===== src/rtl/serial_pkg.sv =====
// serial_pkg: shared types and constants for the serial link transmit/receive blocks
package serial_pkg;
  typedef enum logic [2:0] {IDLE, START, DATA, PARITY, STOP} tx_state_t;
  localparam int OVERSAMPLE = 16;
  localparam int DATA_BITS = 8;
  localparam logic LINE_IDLE = 1'b1;
  localparam logic START_LVL = 1'b0;
  localparam logic STOP_LVL = 1'b1;
endpackage


===== src/rtl/bit_timer.sv =====
// bit_timer: mod-N counter with synchronous clear; tick marks the last clock of a bit time
import serial_pkg::*;
module bit_timer #(
  parameter int N = OVERSAMPLE
) (
  input  logic clk,
  input  logic rst,
  input  logic clr,
  output logic tick
);
  localparam int W = $clog2(N);
  logic [W-1:0] cnt;
  assign tick = cnt == W'(N - 1);
  always_ff @(posedge clk or posedge rst)
    if (rst) cnt <= '0;
    else cnt <= (clr || tick) ? '0 : cnt + 1'b1;
endmodule


===== src/rtl/serial_transmit.sv =====
// serial_transmit: serializes a byte into start/data(LSB first)/stop frame, OVERSAMPLE clocks per bit.
// Define TX_PARITY_EN to insert an even-parity bit between data and stop.
import serial_pkg::*;
module serial_transmit #(
  parameter int OVERSAMPLE = serial_pkg::OVERSAMPLE,
  parameter int DATA_BITS = serial_pkg::DATA_BITS
) (
  input  logic                 clk,
  input  logic                 rst,
  input  logic                 load,
  input  logic [DATA_BITS-1:0] parallelDataIn,
  output logic                 serialDataOut,
  output logic                 busy,
  output logic                 charSent
);
  localparam int IW = $clog2(DATA_BITS);
  tx_state_t state, state_n;
  logic [DATA_BITS-1:0] shift, shift_n;
  logic [IW-1:0] idx, idx_n;
  logic sdo_n, busy_n, sent_n, accept, tick;
`ifdef TX_PARITY_EN
  logic par;
  always_ff @(posedge clk or posedge rst)
    if (rst) par <= 1'b0;
    else if (accept) par <= ^parallelDataIn;
`endif
  bit_timer #(.N(OVERSAMPLE)) u_timer (.clk(clk), .rst(rst), .clr(accept), .tick(tick));
  assign accept = state == IDLE && load;
  always_comb begin
    state_n = state;
    shift_n = shift;
    idx_n = idx;
    sdo_n = serialDataOut;
    busy_n = busy;
    sent_n = 1'b0;
    case (state)
      IDLE: if (load) begin
        state_n = START;
        shift_n = parallelDataIn;
        idx_n = '0;
        sdo_n = START_LVL;
        busy_n = 1'b1;
      end
      START: if (tick) begin
        state_n = DATA;
        sdo_n = shift[0];
      end
      DATA: if (tick) begin
        shift_n = shift >> 1;
        if (idx == IW'(DATA_BITS - 1)) begin
`ifdef TX_PARITY_EN
          state_n = PARITY;
          sdo_n = par;
`else
          state_n = STOP;
          sdo_n = STOP_LVL;
`endif
        end else begin
          idx_n = idx + 1'b1;
          sdo_n = shift[1];
        end
      end
`ifdef TX_PARITY_EN
      PARITY: if (tick) begin
        state_n = STOP;
        sdo_n = STOP_LVL;
      end
`endif
      STOP: if (tick) begin
        state_n = IDLE;
        sdo_n = LINE_IDLE;
        busy_n = 1'b0;
        sent_n = 1'b1;
      end
      default: state_n = IDLE;
    endcase
  end
  always_ff @(posedge clk or posedge rst)
    if (rst) begin
      state <= IDLE;
      shift <= '0;
      idx <= '0;
      serialDataOut <= LINE_IDLE;
      busy <= 1'b0;
      charSent <= 1'b0;
    end else begin
      state <= state_n;
      shift <= shift_n;
      idx <= idx_n;
      serialDataOut <= sdo_n;
      busy <= busy_n;
      charSent <= sent_n;
    end
endmodule

===== config.mk =====
export PLATFORM = sky130hd
export DESIGN_NAME = serial_transmit
export DESIGN_NICKNAME = d
export VERILOG_FILES = /design/src/rtl/serial_pkg.sv /design/src/rtl/bit_timer.sv /design/src/rtl/serial_transmit.sv
export SDC_FILE = /design/constraint.sdc
export NUM_CORES = 1
export LEC_CHECK = 0
export BUFFER_PORTS_ARGS = -buffer_cell sky130_fd_sc_hd__buf_2
export CAP_MARGIN = 20
export CORE_MARGIN = 8
export CORE_UTILIZATION = 49
export DETAILED_ROUTE_END_ITERATION = 8
export HOLD_SLACK_MARGIN = 0.03
export PLACE_DENSITY = 0.7
export REMOVE_ABC_BUFFERS = 1
export SLEW_MARGIN = 40
export SYNTH_ARGS = -nofsm -noshare
export SYNTH_HDL_FRONTEND = slang
export SYNTH_SLANG_ARGS = --single-unit

===== constraint.sdc =====
create_clock -name clk -period 1.74 [get_ports clk]
set_clock_uncertainty 0.15 [all_clocks]
set_input_delay 0.348 -clock clk [delete_from_list [all_inputs] [get_ports clk]]
set_output_delay 0.348 -clock clk [all_outputs]
set_load 0.01 [all_outputs]

==> results.tsv <==
metric	value	unit
status	complete, no violations	
CORE AREA	1960	um2
CP max stage delay	0.42	ns
initial antenna violation count	0	
first-pass GRT wire length	3.27	mm
clock power share	0.313	
critical path endpoint category	flip-flop	
NetSw	0.000157	W
DR WL/cell	13.2	um
# IOs	14	
RSZ-0062 raised after global routing	false	
Chip Height	61.8	um
met1 usage	0.132	
slew margin rel.	0.741	
CP max FO	4	
sequential share of the synthesized area	0.512	
Hold Crit Class	in -> reg	
combinational share of power	0.032	
Detailed Route WL	2.01	mm
commonest non-fill, non-tap cells in the layout	dfrtp_1, buf_2, inv_1	
DR vias	807	
Top delay family on crit path	simple AND/OR/NAND/NOR gates	
Sequential Power Share	0.655	
H-tree depth	1	
Critical Path AT	1.70	ns
MaxCap Viol Count	0	
worst skew pair latency	0.31	ns
Root Buffer	clkbuf_4	
PortBufs	13	
met3 GRT Util	0.0247	
Final period util	0.939	
fin nets	141	
number of synthesized register bits	21	
Die Wd	61.8	um
iteration-0 DRC count of the detailed router	12	
Avg Cell Area, Syn	9.70	um2
routability cong.	0.771	
Vias/cell	5.27	
crit path max-delay cell type	dfrtp_1	
switching portion of total power	0.210	
CP Cell Sequence	ha_1 > and3_1 > nor3_2 > o31ai_2 > o41ai_2	
vias in the first global route	786	
Post-Synthesis Cells	106	
All-Layer GR Usage	0.117	
Die Area	3820	um2
Area growth syn-to-layout	15.3	%
busiest grt layer	met2	
pwr dens	628	nW/um2
Internal	0.000589	W
CP Buf/Inv Count	0	
share of cells above drive strength 1	0.246	
Post-DP HPWL	1.52	mm
CTS Buf Count	3	
Fin Setup TNS	0	ns
row count	16	
most common cell after layout, fill and taps aside	dfrtp_1	
TritonCTS sink count	21	
reg2reg setup slack	0.11	ns
Distinct cells, synth	29	
GR Util met2	0.199	
remaining routing DRC violations	0	
Lkg Pwr	0.575	nW
Slew @ Worst Pin	0.389	ns
setup bufs post-CTS	0	
Pre-Repair DR Iteration Count	4	
Final Non-Filler Cells	153	
Initial Util	0.524	
gr ovfl total	0	
Synth Cell Area	1030	um2
fin crit period	1.63	ns
peak supply drop	401	uV
pin count of the biggest net entering global routing	22	
max-slew violation count	0	
Critical Path RT	1.81	ns
Hold Fails Final Rpt	0	
post-route ant nets	0	
ANT cells	0	
Finish-stage setup viols	0	
Setup crit start kind	flip-flop	
YS warnings	0	
Max clock buf depth	2	
Reg clk slew, reported paths	0.11	ns
CTS tree	yes	
WS Path Type	reg -> reg	
placed cells	148	
max frequency	612	MHz
==> worst paths after layout <==
kind	from	endpoint	cells past startpoint
max in group asynchronous	rst	serialDataOut	4
worst min register to register	u_timer.cnt[0]	u_timer.cnt[0]	1
min in group asynchronous	rst	u_timer.cnt[2]	4
worst min-delay path	parallelDataIn[7]	shift[7]	3
worst max-delay path	u_timer.cnt[0]	serialDataOut	5
worst max register to register	u_timer.cnt[0]	serialDataOut	5
==> worst reg2reg max path, stage by stage, from the launching register on <==
cell and delay [ns]:
dfrtp_1 0.42, ha_1 0.26, and3_1 0.25, nor3_2 0.29
o31ai_2 0.13, o41ai_2 0.06
==> cells in the mapped netlist <==
cell      number  area share
nor4_2         1       0.012
nor3_2         1      0.0097
o41ai_2        1       0.016
and3_1         2       0.012
buf_4          2       0.015
o22ai_1        7       0.043
buf_2          2      0.0097
inv_1         11       0.040
a211oi_1       1      0.0073
ha_1           3       0.037
and4_4         1       0.011
dfstp_2        1       0.026
nor3_1         2      0.0097
nand3_1        4       0.019
nand2b_1       2       0.012
dfrtp_1       20        0.49
nand2_1       11       0.040
xor2_1         1      0.0085
o21ai_1        5       0.024
o211ai_2       1       0.012
o31ai_2        1       0.012
o21ai_0        2      0.0097
nor2_4         1       0.011
a21oi_1        9       0.044
xnor2_1        2       0.017
and2b_1        1      0.0073
a31oi_1        2       0.012
a21boi_0       1      0.0073
nor2_1         8       0.029
==> cell type report <==
type / count / area (um2)
clock buffers: 4 / 26.3
fillers: 198 / 776
inverters: 11 / 41.3
multi-input cells: 70 / 438
flip-flops and latches: 21 / 527
well taps: 27 / 33.8
repair buffers: 20 / 120
==> power by group through the flow <==
stage	registers, W	logic, W	clock network, W
CTS	0.000488	0.0000248	0.000241
floorplan	0.000497	0.00000769	0
detailed placement	0.000497	0.0000230	0
global placement	0.000497	0.0000229	0
global route	0.000488	0.0000274	0.000264
finish	0.000488	0.0000238	0.000234
==> what timing repair did <==
action                     CTS  global route
gates resized for setup      0             1
setup endpoints to repair    0             1
hold endpoints to repair    20             0
hold buffers                 1             0
==> metrics by stage <==
stage	utilization	setup WS, ns	power [W]	hold WS (ns)	area [um2]
after floorplan	-	0.227	0.000505	0.174	1000
after global routing	0.605	0.0587	0.000779	0.109	1190
after detailed placement	0.585	0.117	0.000520	0.240	1150
final	0.605	0.106	0.000745	0.112	1190
after CTS	0.603	0.0811	0.000754	0.108	1180
after global placement	0.585	0.203	0.000520	0.239	1150
==> cell families after synthesis <==
family / synth area share
fa+ha+maj: 0.0365
compound gates: 0.187
xor+xnor: 0.0256
buf+inv: 0.0645
simple gates: 0.174
flops: 0.512
==> layer usage <==
layer / vias up / routed length [um]
met5: - / 0
met4: 0 / 41
met3: 5 / 72
met2: 11 / 1020
met1: 388 / 878
li1: 403 / -
==> flip-flops by register name, indices dropped and copies added (netlist names) <==
signal         cells
shift              8
u_timer.cnt        4
idx                3
state              3
busy               1
charSent           1
serialDataOut      1
(Power assumes the default switching activity.)
